**src/rtl/debounce_pkg.sv**
```systemverilog
// Shared types and helpers for the multi-channel key debouncer.
// Contents: debounce_state_t (per-channel FSM states) and cnt_width(),
// which sizes the settle counter so it can hold 0..STABLE_CYCLES.
package debounce_pkg;

  typedef enum logic {
    ST_STABLE   = 1'b0,
    ST_SETTLING = 1'b1
  } debounce_state_t;

  function automatic int cnt_width(input int stable_cycles);
    return $clog2(stable_cycles + 1);
  endfunction

endpackage

```
**src/rtl/debounce_channel.sv**
```systemverilog
// One debounce channel: optional 2-flop synchronizer, STABLE/SETTLING FSM and settle counter.
// Latency: a steady new level appears on o_Data STABLE_CYCLES sampling edges after it is
// first sampled (+2 edges when DEBOUNCE_SYNC_EN is defined). No backpressure: one sample per clock.
//
// Ports:
//   i_Clk      : clock, rising edge
//   i_Rst      : asynchronous active-high reset
//   i_Data     : raw key level (may be asynchronous when DEBOUNCE_SYNC_EN is defined)
//   o_Data     : debounced level, registered
//   o_Settling : high while the FSM is in ST_SETTLING (decoded from a state register)
// Build option: DEBOUNCE_SYNC_EN adds the input synchronizer.
module debounce_channel
  import debounce_pkg::*;
#(
  parameter int   STABLE_CYCLES = 16,
  parameter logic RESET_VALUE   = 1'b0
) (
  input  logic i_Clk,
  input  logic i_Rst,
  input  logic i_Data,
  output logic o_Data,
  output logic o_Settling
);

  localparam int             CW       = cnt_width(STABLE_CYCLES);
  localparam logic [CW-1:0]  CNT_LAST = CW'(STABLE_CYCLES - 1);

  logic            w_sample;
  logic            w_differs;
  debounce_state_t r_state, w_state_nxt;
  logic [CW-1:0]   r_cnt, w_cnt_nxt;
  logic            r_out, w_out_nxt;

`ifdef DEBOUNCE_SYNC_EN
  logic r_sync1, r_sync2;

  always_ff @(posedge i_Clk or posedge i_Rst) begin
    if (i_Rst) begin
      r_sync1 <= RESET_VALUE;
      r_sync2 <= RESET_VALUE;
    end else begin
      r_sync1 <= i_Data;
      r_sync2 <= r_sync1;
    end
  end

  assign w_sample = r_sync2;
`else
  // Input is already synchronous to i_Clk in this build.
  assign w_sample = i_Data;
`endif

  always_ff @(posedge i_Clk or posedge i_Rst) begin
    if (i_Rst) begin
      r_state <= ST_STABLE;
      r_cnt   <= '0;
      r_out   <= RESET_VALUE;
    end else begin
      r_state <= w_state_nxt;
      r_cnt   <= w_cnt_nxt;
      r_out   <= w_out_nxt;
    end
  end

  // The comparison always uses the current sample, so a level that returns
  // on the would-be commit edge cancels the flip.
  assign w_differs = (w_sample != r_out);

  always_comb begin
    w_state_nxt = r_state;
    w_cnt_nxt   = r_cnt;
    w_out_nxt   = r_out;
    case (r_state)
      ST_STABLE: begin
        if (!w_differs) begin
          w_cnt_nxt = '0;
        end else if (STABLE_CYCLES == 1) begin
          // A single differing sample is enough: commit without settling.
          w_out_nxt = ~r_out;
        end else begin
          w_state_nxt = ST_SETTLING;
          w_cnt_nxt   = CW'(1);
        end
      end
      ST_SETTLING: begin
        if (!w_differs) begin
          // Bounce back to the committed level: discard the pending change.
          w_state_nxt = ST_STABLE;
          w_cnt_nxt   = '0;
        end else if (r_cnt == CNT_LAST) begin
          w_out_nxt   = ~r_out;
          w_state_nxt = ST_STABLE;
          w_cnt_nxt   = '0;
        end else begin
          w_cnt_nxt = r_cnt + CW'(1);
        end
      end
      default: begin
        w_state_nxt = ST_STABLE;
        w_cnt_nxt   = '0;
      end
    endcase
  end

  assign o_Data     = r_out;
  assign o_Settling = (r_state == ST_SETTLING);

endmodule

```
**src/rtl/debounce.sv**
```systemverilog
// Multi-channel key debouncer: WIDTH independent channels turning bouncy levels into clean ones.
// Latency: STABLE_CYCLES sampling edges from first steady sample to o_Data (+2 with DEBOUNCE_SYNC_EN);
// o_Busy lags channel state by one cycle. No backpressure: every channel samples every clock.
//
// Ports:
//   i_Clk  : clock, rising edge
//   i_Rst  : asynchronous active-high reset
//   i_Data : raw key levels, WIDTH bits
//   o_Data : debounced levels, WIDTH bits, registered
//   o_Busy : registered OR of all channels currently settling
// Build option: DEBOUNCE_SYNC_EN adds a 2-flop synchronizer per channel.
module debounce
  import debounce_pkg::*;
#(
  parameter int   WIDTH         = 8,
  parameter int   STABLE_CYCLES = 16,
  parameter logic RESET_VALUE   = 1'b0
) (
  input  logic             i_Clk,
  input  logic             i_Rst,
  input  logic [WIDTH-1:0] i_Data,
  output logic [WIDTH-1:0] o_Data,
  output logic             o_Busy
);

  logic [WIDTH-1:0] w_settling;
  logic             r_busy;

  for (genvar n = 0; n < WIDTH; n++) begin : g_chan
    debounce_channel #(
      .STABLE_CYCLES (STABLE_CYCLES),
      .RESET_VALUE   (RESET_VALUE)
    ) u_chan (
      .i_Clk      (i_Clk),
      .i_Rst      (i_Rst),
      .i_Data     (i_Data[n]),
      .o_Data     (o_Data[n]),
      .o_Settling (w_settling[n])
    );
  end

  always_ff @(posedge i_Clk or posedge i_Rst) begin
    if (i_Rst) begin
      r_busy <= 1'b0;
    end else begin
      r_busy <= |w_settling;
    end
  end

  assign o_Busy = r_busy;

endmodule
```
**config.mk**
```make
export PLATFORM = sky130hd
export DESIGN_NAME = debounce
export DESIGN_NICKNAME = d
export VERILOG_FILES = /design/src/rtl/debounce_pkg.sv /design/src/rtl/debounce_channel.sv /design/src/rtl/debounce.sv
export SDC_FILE = /design/constraint.sdc
export NUM_CORES = 1
export LEC_CHECK = 0
export CORE_MARGIN = 1
export CORE_UTILIZATION = 30
export CTS_CLUSTER_DIAMETER = 30
export DETAILED_ROUTE_END_ITERATION = 12
export PLACE_DENSITY = 0.52
export REMOVE_ABC_BUFFERS = 1
export SKIP_LAST_GASP = 1
export SLEW_MARGIN = 30
export SYNTH_ARGS = -nofsm -noshare
export SYNTH_HDL_FRONTEND = slang
export SYNTH_HIERARCHICAL = 1
export SYNTH_SLANG_ARGS = --single-unit
```
**constraint.sdc**
```tcl
create_clock -name i_Clk -period 3.91 [get_ports i_Clk]
set_clock_uncertainty 0.05 [all_clocks]
set_input_delay 0.391 -clock i_Clk [delete_from_list [all_inputs] [get_ports i_Clk]]
set_output_delay 0.391 -clock i_Clk [all_outputs]
set_load 0.03 [all_outputs]
```
# Word-level counts from Yosys, hierarchy flattened
# Cells that the tools add are included.
[totals]
output_inout_bits = 9
word_cells = 138
mem_bits_rw = 0
inputBits = 10
rom_bits = 0
reg_bits = 57
mem_count = 0
latch_bits = 0
[classes]
n_mul = 0
bitwise_logic = 16
reduce_logical = 9
addsub = 8
eq_ne = 16
mux = 64
n_div = 0
magnitude_cmp = 0
shifts = 0
[op_table]
columns = ["operator", "n"]
rows = [
  ["$mux W5", 16],
  ["$pmux W5 S2", 8],
  ["$add A5 B1 Y5 const B", 8],
  ["$eq A5 B4 Y1 const B", 8],
  ["$mux W1", 32],
  ["$reduce_and A3 Y1", 8],
  ["$not A1 Y1", 16],
  ["$pmux W1 S2", 8],
  ["$ne A1 B1 Y1", 8],
  ["$reduce_or A8 Y1", 1],
]

# Logic depth before layout (Yosys ltp)
# Gate-level depths: netlist of the first run.
[logic_depth]
depth_word = 4
mapped_depth = 4
mapped_depth_nobuf = 4

# Hierarchy
# Netlist of the first run, hierarchy kept.
[by_module_without_submodules]
columns = ["mod", "n_inst", "seq_area_each_um2", "area_each_um2", "cells_each"]
rows = [
  ["debounce_channel", 8, 175.2, 309.0, 26],
  ["debounce", 1, 25.0, 45.0, 5],
]

# Worst setup path after synthesis of the first run
# Ideal clock, no wire load.
[synth_timing]
path_type = "flip-flop to flip-flop"
start = "register g_chan[0].u_chan.r_cnt[0]"
end = "register g_chan[0].u_chan.r_out"
t_arrival_ns = 1.146
stages_incl_launch_ff = 5
setup_slack_ns = 2.589
setup_time_ns = 0.125
path_buffers = 0
synth_period_minus_slack_ns = 1.321
required_ns = 3.735
path_cell_list = "dfrtp_1 -> ha_1 -> and4b_4 -> nand2_2 -> mux2_4"
[synth_via]
elab_chain_len = 2
[synth_lines]
columns = ["element", "line_no", "text"]
rows = [
  ["from (decl)", "debounce_channel.sv:31", "logic [CW-1:0] r_cnt, w_cnt_nxt;"],
  ["from (signal assigned)", "debounce_channel.sv:60", "r_cnt <= w_cnt_nxt;"],
  ["$eq A5 B4 Y1", "debounce_channel.sv:90", "end else if (r_cnt == CNT_LAST) begin"],
  ["$reduce_and A3 Y1 (no line)", "--", ""],
  ["to (signal assigned)", "debounce_channel.sv:61", "r_out <= w_out_nxt;"],
  ["to (decl)", "debounce_channel.sv:32", "logic r_out, w_out_nxt;"],
]
# Every way passes these cells.
# A chain may end at the register's enable or synchronous reset.

# Final worst setup path of the first run
[layout_timing]
start = "register g_chan[5].u_chan.r_out"
end = "output o_Data[5]"
[layout_rtl]
columns = ["element", "line_no", "text"]
rows = [
  ["from (decl)", "debounce_channel.sv:32", ""],
  ["from (signal assigned)", "debounce_channel.sv:61", ""],
  ["to (decl)", "debounce.sv:22", "output logic [WIDTH-1:0] o_Data,"],
]
# No word-level cell between the ends.

==> results of run 1 <==
==> sequential cells by signal, summed over array words and instances (netlist names) <==
signal	cells
g_chan.u_chan/o_Settling	8
o_Busy	1
g_chan.u_chan/r_cnt	40
g_chan.u_chan/o_Data	8
==> worst min-delay path, cell delays in order (launching register included) <==
cell and delay [ps]:
dfrtp_1 370, nand2_1 60, nor2_1 30
==> power breakdown <==
| part | total (mW) | switching, mW | internal (mW) |
|---|---|---|---|
| Sequential | 0.656 | 0.0313 | 0.625 |
| Combinational | 0.118 | 0.0595 | 0.0584 |
| Clock | 0.595 | 0.224 | 0.371 |
| Total | 1.37 | 0.315 | 1.05 |
==> cells by family (layout without fill, tap and decap cells) <==
group,after synthesis,in the layout,share of synthesized area [%]
muxes,8,8,4.772
DFF,57,57,56.66
buffers and inverters,9,42,1.342
xor gates and xnor gates,24,24,8.350
adders and majority gates,8,8,3.976
AOI/OAI and AO/OA,8,8,1.591
and+or+nand+nor,99,99,23.31
==> cells in the final DEF (no fill, tap or decap), types with 8 or more instances in the layout <==
cell type        instances
nor2_1                  16
clkbuf_8                10
and2_1                   8
mux2_4                   8
dfrtp_1                 57
nor3b_1                  8
nand2_2                  8
clkdlybuf4s50_1         18
and4b_4                  8
inv_1                    9
xor2_1                  16
xnor2_1                  8
ha_1                     8
nand3_1                 16
nor3_1                   8
and2_2                   8
o21ai_0                  8
nand2_1                 17
==> cell type report <==
| class | count | area share (%) |
|---|---|---|
| clock inverter | 5 | 2.628 |
| multi-input combinational | 147 | 34.70 |
| clock buffer | 10 | 4.517 |
| sequential | 57 | 46.82 |
| inverter | 9 | 1.109 |
| timing repair buffer | 18 | 5.914 |
| tap | 105 | 4.312 |
==> worst max path at each step <==
| stage | endpoint | slack (ps) | cells past startpoint |
|---|---|---|---|
| global placement | g_chan[6].u_chan/r_cnt[1] | 2310 | 4 |
| CTS | o_Data[4] | 2030 | 1 |
| global route | o_Data[4] | 1990 | 1 |
| finish | o_Data[5] | 2050 | 1 |
| floorplan | g_chan[0].u_chan/o_Data | 2590 | 4 |
| detailed placement | g_chan[0].u_chan/r_cnt[1] | 2280 | 4 |
==> through the flow <==
step	std cells	power [mW]
finish	351	1.369
global route	351	1.442
CTS	351	1.396
detailed placement	336	0.7861
global placement	336	0.7860
floorplan	213	0.7425
==> layer usage <==
layer | up-vias | share of wire (%) | track usage, %
met5 | - | 0 | 0
met4 | 0 | 1.3 | 3.462
met3 | 7 | 5.8 | 6.016
met2 | 29 | 44 | 15.50
met1 | 751 | 49 | 12.86
li1 | 773 | - | -
==> flow_metrics.env, run 1 <==
export IMPL_synth_seq_area_share_pct=56.66
export IMPL_yosysMostFrequentCell="dfrtp_1"
export IMPL_tritoncts="done"
export IMPL_hp_class="reg2reg"
export IMPL_outcome="finished clean"
export IMPL_synth_area_sq_um=2517
export IMPL_r2r_setup_slack_ps=2500
export IMPL_min_from="g_chan[6].u_chan/r_cnt[4]"
export IMPL_crit_fanout=3
export IMPL_dpl_hpwl_um=2856
export IMPL_clockRootBuffer="clkbuf_8"
export IMPL_cap_viol_max_count=0
export IMPL_antenna_found_initial=0
export IMPL_ys_top_cells_by_count="dfrtp_1, nand2_1, nand3_1, nor2_1, xor2_1"
export IMPL_die_h_um=93.61
export IMPL_final_max_slew_violation_count=0
export IMPL_setup_tns_ps=0
export IMPL_post_route_period_util_pct=47.62
export IMPL_multi_input_area_sq_um=1057
export IMPL_ys_flop_type="dfrtp_1"
export IMPL_antenna_cells=0
export IMPL_vias=1560
export IMPL_reg2regPathDepth=4
export IMPL_grt_max_degree=11
export IMPL_syn_area_per_cell_sq_um=11.82
export IMPL_grt_util_all_layers_pct=10.51
export IMPL_io_pins=19
export IMPL_start_kind="register"
export IMPL_critPathArrivalTime_ps=1420
export IMPL_syn2layout_area_growth_pct=21.02
export IMPL_postCtsSetupBuffers=0
export IMPL_postPlaceCellArea_sq_um=2829
export IMPL_max_stage_delay_ps=690
export IMPL_worst_path_buf_inv=1
export IMPL_overflow=0
export IMPL_via_per_inst=4.444
export IMPL_r2r_start="g_chan[7].u_chan/r_cnt[0]"
export IMPL_hold_end="g_chan[6].u_chan/r_cnt[4]"
export IMPL_yosys_warnings=6
export IMPL_setup_violations_final=0
export IMPL_min_path_cells=2
export IMPL_num_rows=33
export IMPL_portBuffers=18
export IMPL_critPathLaunch="g_chan[5].u_chan/o_Data"
export IMPL_grt_pass1_wl_um=6789
export IMPL_final_period_minus_worst_setup_slack_ps=1862
export IMPL_synth_edf_count=0
export IMPL_synthCells=213
export IMPL_clk_pin_slew_ps=70
export IMPL_cp_top_family="buffers and inverters"
export IMPL_hold_worst_slack_ps=441.0
export IMPL_start_util_pct=30.79
export IMPL_layout_nets=260
export IMPL_rsz0062_at_grt="false"
export IMPL_setup_slack_ps=2048
export IMPL_powerDensity_nw_per_um2=449.2
export IMPL_drtIter0Drc=19
export IMPL_drive_gt1_share_pct=19.11
export IMPL_place_ws_ps=2282
export IMPL_clock_sinks=57
export IMPL_worstSetupPathType="reg2out"
export IMPL_die_area_sq_um=8762
export IMPL_worst_pin_slew_ps=450.5
export IMPL_postCtsHoldBufs=0
export IMPL_seq_area_sq_um=1426
export IMPL_routed_wl_um=3941
export IMPL_async_flop_share_pct=100.0
export IMPL_design_core_area_sq_um=8175
export IMPL_fillers=822
export IMPL_vdd_drop_max_uv=188.6
export IMPL_crit_chain="clkdlybuf4s50_1"
export IMPL_slew_headroom_pct=69.87
export IMPL_cts_made_buffers=9
export IMPL_drc=0
export IMPL_final_core_util_pct=37.27
export IMPL_synth_area_top_cells="dfrtp_1, xor2_1, mux2_4"
export IMPL_cp_end_kind="output port"
export IMPL_yosysUniqueCellTypes=17
export IMPL_clk_insertion_delay_late_ps=330
export IMPL_hold_viol=0
export IMPL_cp_slowest_cell="clkdlybuf4s50_1"
export IMPL_design_area_sq_um=3047
export IMPL_wire_per_inst_um=11.23
export IMPL_power_leakage_nw=1.320
export IMPL_required_ps=3470
export IMPL_place_congestion=0.7240
export IMPL_ant_nets=0
export IMPL_cts_path_max_buffers=2
export IMPL_grt_pass1_vias=1522
export IMPL_synth_top_cell_area_share_pct=56.66
export IMPL_rr_endpoint="g_chan[7].u_chan/o_Data"
export IMPL_h_tree_depth=3
export IMPL_die_width_um=93.61
export IMPL_firstDrtPassIters=4
export IMPL_yosysTopAreaCell="dfrtp_1"
export IMPL_ys_seq_elements=57
export IMPL_fmax_ghz=0.5371
export IMPL_cts_repair_resized=0
No activity file was read; power rests on OpenSTA's default activity.
==> run 2, diff against run 1 <==
Clock period 3.91 ns to 1.9 ns, I/O delays scaled along.
==> flow_metrics.env, run 2 (synthesis gave the netlist of run 1 again) <==
export IMPL_clk_insertion_delay_late_ps=330
export IMPL_grt_util_all_layers_pct=10.90
export IMPL_overflow=0
export IMPL_setup_violations_final=0
export IMPL_rsz0062_at_grt="false"
export IMPL_post_route_period_util_pct=86.68
export IMPL_design_core_area_sq_um=8175
export IMPL_cp_end_kind="output port"
export IMPL_required_ps=1660
export IMPL_setup_tns_ps=0
export IMPL_cts_made_buffers=9
export IMPL_final_max_slew_violation_count=0
export IMPL_drive_gt1_share_pct=19.43
export IMPL_routed_wl_um=3998
export IMPL_drtIter0Drc=93
export IMPL_largest_register_ffs=40
export IMPL_critPathArrivalTime_ps=1410
export IMPL_grt_pass1_wl_um=7196
export IMPL_fmax_ghz=0.6072
export IMPL_cts_path_max_buffers=2
export IMPL_power_leakage_nw=1.355
export IMPL_layout_nets=260
export IMPL_hold_viol=0
export IMPL_vias=1528
export IMPL_antenna_cells=0
export IMPL_cp_slowest_cell="clkdlybuf4s50_1"
export IMPL_final_period_minus_worst_setup_slack_ps=1647
export IMPL_worstSetupPathType="reg2out"
export IMPL_grt_max_degree=11
export IMPL_vdd_drop_max_uv=502.2
export IMPL_use_met3_pct=5.366
export IMPL_place_congestion=0.7344
export IMPL_final_common_cell="dfrtp_1"
export IMPL_via_per_inst=4.341
export IMPL_num_rows=33
export IMPL_worst_path_buf_inv=1
export IMPL_use_met2_pct=15.69
export IMPL_worst_pin_slew_ps=383.0
export IMPL_hp_class="in2async"
export IMPL_die_width_um=93.61
export IMPL_postCtsSetupBuffers=0
export IMPL_cp_top_family="buffers and inverters"
export IMPL_cap_viol_max_count=0
export IMPL_ant_nets=0
export IMPL_layout_common_cells="dfrtp_1, clkdlybuf4s50_1, nand2_1"
export IMPL_wire_per_inst_um=11.36
export IMPL_tritoncts="done"
export IMPL_die_h_um=93.61
export IMPL_crit_fanout=3
export IMPL_regMostFlops="g_chan.u_chan/r_cnt"
export IMPL_syn2layout_area_growth_pct=23.36
export IMPL_h_tree_depth=3
export IMPL_io_pins=19
export IMPL_drc=0
export IMPL_slew_headroom_pct=74.38
export IMPL_antenna_found_initial=0
export IMPL_max_stage_delay_ps=690
export IMPL_portBuffers=18
export IMPL_clockRootBuffer="clkbuf_8"
export IMPL_clock_sinks=57
export IMPL_firstDrtPassIters=4
export IMPL_powerDensity_nw_per_um2=1016
export IMPL_cts_repair_resized=0
export IMPL_start_kind="register"
export IMPL_crit_chain="clkdlybuf4s50_1"
export IMPL_postCtsHoldBufs=0
export IMPL_outcome="finished clean"
export IMPL_die_area_sq_um=8762
export IMPL_start_util_pct=30.79
export IMPL_dpl_hpwl_um=2827
export IMPL_gr_usage_met1_pct=14.27
export IMPL_clk_pin_slew_ps=70
export IMPL_top_usage_layer="met2"
export IMPL_power_total_mw=3.155
export IMPL_grt_pass1_vias=1570
run 2: path summary, 6_finish.rpt:
path | end | cells past startpoint | slack [ps] | from
max | o_Data[0] | 1 | 250 | g_chan[0].u_chan/o_Data
min | o_Busy | 2 | 210 | i_Rst
max reg2reg | g_chan[3].u_chan/o_Data | 4 | 500 | g_chan[3].u_chan/r_cnt[0]
min reg2reg | g_chan[6].u_chan/r_cnt[4] | 2 | 440 | g_chan[6].u_chan/r_cnt[4]
max in group asynchronous | g_chan[5].u_chan/r_cnt[3] | 2 | 1220 | i_Rst
min in group i_Clk | g_chan[6].u_chan/r_cnt[4] | 2 | 440 | g_chan[6].u_chan/r_cnt[4]
run 2: area by class of cell:
cell class	count	area [sq um]
Timing Repair Buffer	18	180.2
Clock buffer	11	151.4
Fill cell	828	5070
Sequential cell	57	1426
Clock inverter	5	125.1
Multi-Input combinational cell	147	1057
Inverter	9	33.78
Tap cell	105	131.4
run 2: per-layer routing:
metal  wire (um)  part of all wire, %  vias up
met5           0                    0        -
met3         184                  4.6        4
li1            -                    -      776
met2        1659                   41       25
met4          36                 0.90        0
met1        2118                   53      723
run 2: power by group:
group          switching [mW]  total [mW]  internal [mW]
combinational           0.123       0.243          0.120
clock                   0.490        1.56           1.07
sequential             0.0637        1.35           1.28
run 2: metrics by stage:
step	utilization [%]	hold slack (ps)	area, sq um	worst slack [ps]	std cells
floorplan	-	-131.3	2517	578.6	213
global placement	34.60	430.4	2829	475.4	336
detailed placement	34.60	433.7	2829	478.4	336
CTS	37.99	216.8	3105	220.4	352
global route	37.99	263.7	3105	181.8	352
finish	37.99	207.9	3105	253.1	352
==> run 3, diff against run 2 <==
Settings changed: CORE_MARGIN 1 to 2, SETUP_SLACK_MARGIN set to 0.3.
==> flow_metrics.env, run 3 (synthesis gave the netlist of run 1 again) <==
export IMPL_outcome="finished clean"
export IMPL_layout_nets=260
export IMPL_cp_end_kind="register"
export IMPL_clock_sinks=57
export IMPL_use_met2_pct=15.33
export IMPL_overflow=0
export IMPL_cap_viol_max_count=0
export IMPL_io_pins=19
export IMPL_antenna_found_initial=0
export IMPL_drc=0
export IMPL_tritoncts="done"
export IMPL_start_util_pct=30.79
export IMPL_post_route_period_util_pct=75.16
export IMPL_use_met3_pct=5.534
export IMPL_powerDensity_nw_per_um2=886.6
export IMPL_grt_max_degree=10
export IMPL_top_usage_layer="met2"
export IMPL_final_cells=352
export IMPL_regMostFlops="g_chan.u_chan/r_cnt"
export IMPL_design_core_area_sq_um=8175
export IMPL_final_period_minus_worst_setup_slack_ps=1428
export IMPL_power_total_mw=2.669
export IMPL_clk_insertion_delay_late_ps=320
export IMPL_hold_viol=0
export IMPL_die_h_um=95.61
export IMPL_via_per_inst=4.403
export IMPL_largest_register_ffs=40
export IMPL_setup_violations_final=0
export IMPL_dp_cells=336
export IMPL_vias=1550
export IMPL_fmax_ghz=0.7002
export IMPL_grt_pass1_vias=1580
export IMPL_postCtsHoldBufs=0
export IMPL_power_leakage_nw=1.323
export IMPL_r2r_setup_slack_ps=470
export IMPL_num_rows=33
export IMPL_dpl_hpwl_um=2895
export IMPL_rsz0062_at_grt="false"
export IMPL_die_width_um=95.61
export IMPL_clk_pin_slew_ps=60
export IMPL_wire_per_inst_um=11.77
export IMPL_drive_gt1_share_pct=18.22
export IMPL_grt_pass1_wl_um=7383
export IMPL_required_ps=2060
export IMPL_layout_common_cells="dfrtp_1, nand2_1, xor2_1, nand3_1, nor2_1"
export IMPL_gr_usage_met1_pct=14.24
export IMPL_die_area_sq_um=9140
export IMPL_critPathArrivalTime_ps=1590
export IMPL_cts_path_max_buffers=2
export IMPL_vdd_drop_max_uv=363.9
export IMPL_grt_util_all_layers_pct=10.76
export IMPL_h_tree_depth=3
export IMPL_antenna_cells=0
export IMPL_hp_class="in2async"
export IMPL_postPlaceCellArea_sq_um=2829
export IMPL_final_core_util_pct=36.82
export IMPL_design_area_sq_um=3010
export IMPL_firstDrtPassIters=4
export IMPL_clockRootBuffer="clkbuf_8"
export IMPL_portBuffers=18
export IMPL_worstSetupPathType="reg2reg"
export IMPL_slew_headroom_pct=71.12
export IMPL_setup_tns_ps=0
export IMPL_cts_made_buffers=9
export IMPL_hold_worst_slack_ps=253.6
export IMPL_final_max_slew_violation_count=0
export IMPL_crit_fanout=4
export IMPL_setup_slack_ps=471.9
export IMPL_ant_nets=0
export IMPL_final_common_cell="dfrtp_1"
export IMPL_worst_pin_slew_ps=431.9
export IMPL_start_kind="register"
export IMPL_syn2layout_area_growth_pct=19.58
export IMPL_place_ws_ps=442.4
export IMPL_routed_wl_um=4144
export IMPL_place_congestion=0.7287
export IMPL_drtIter0Drc=71
run 3: cell type report:
type | instances | area, sq um
Fill cell | 820 | 5165
Sequential cell | 57 | 1426
Multi-Input combinational cell | 147 | 1057
Timing Repair Buffer | 18 | 172.7
Clock buffer | 13 | 148.9
Tap cell | 105 | 131.4
Clock inverter | 3 | 40.04
Inverter | 9 | 33.78
run 3: path summary, 6_finish.rpt:
check / cells past startpoint / to / startpoint
setup / recovery: 4 / g_chan[7].u_chan/o_Data / g_chan[7].u_chan/r_cnt[0]
hold / removal: 2 / o_Busy / i_Rst
setup reg to reg: 4 / g_chan[7].u_chan/o_Data / g_chan[7].u_chan/r_cnt[0]
hold reg to reg: 2 / g_chan[7].u_chan/r_cnt[4] / g_chan[7].u_chan/r_cnt[4]
max in group asynchronous: 2 / g_chan[4].u_chan/r_cnt[4] / i_Rst
min in group i_Clk: 2 / g_chan[7].u_chan/r_cnt[4] / g_chan[7].u_chan/r_cnt[4]
run 3: timing repair:
item                                    in CTS  in global routing
pin swaps                                    0                  0
gates resized for setup                      8                  1
setup buffers                                0                  0
endpoints found under the setup margin       8                  1
run 3: report_power, final:
group / switching (mW) / total (mW) / internal (mW)
Combinational: 0.124 / 0.238 / 0.114
Clock: 0.441 / 1.08 / 0.638
Sequential: 0.0655 / 1.35 / 1.29
Total: 0.631 / 2.67 / 2.04
run 3: worst max-delay path, stage by stage, from the launching register on:
cell and delay (ps):
dfrtp_1 380, ha_1 230, and4b_4 280, nand2_2 70, mux2_4 300
run 3: routing by layer:
metal  routed length [um]  share of wire (%)
met4                   49                1.2
met5                    0                  0
met1                 2067                 50
met3                  231                5.6
met2                 1795                 43
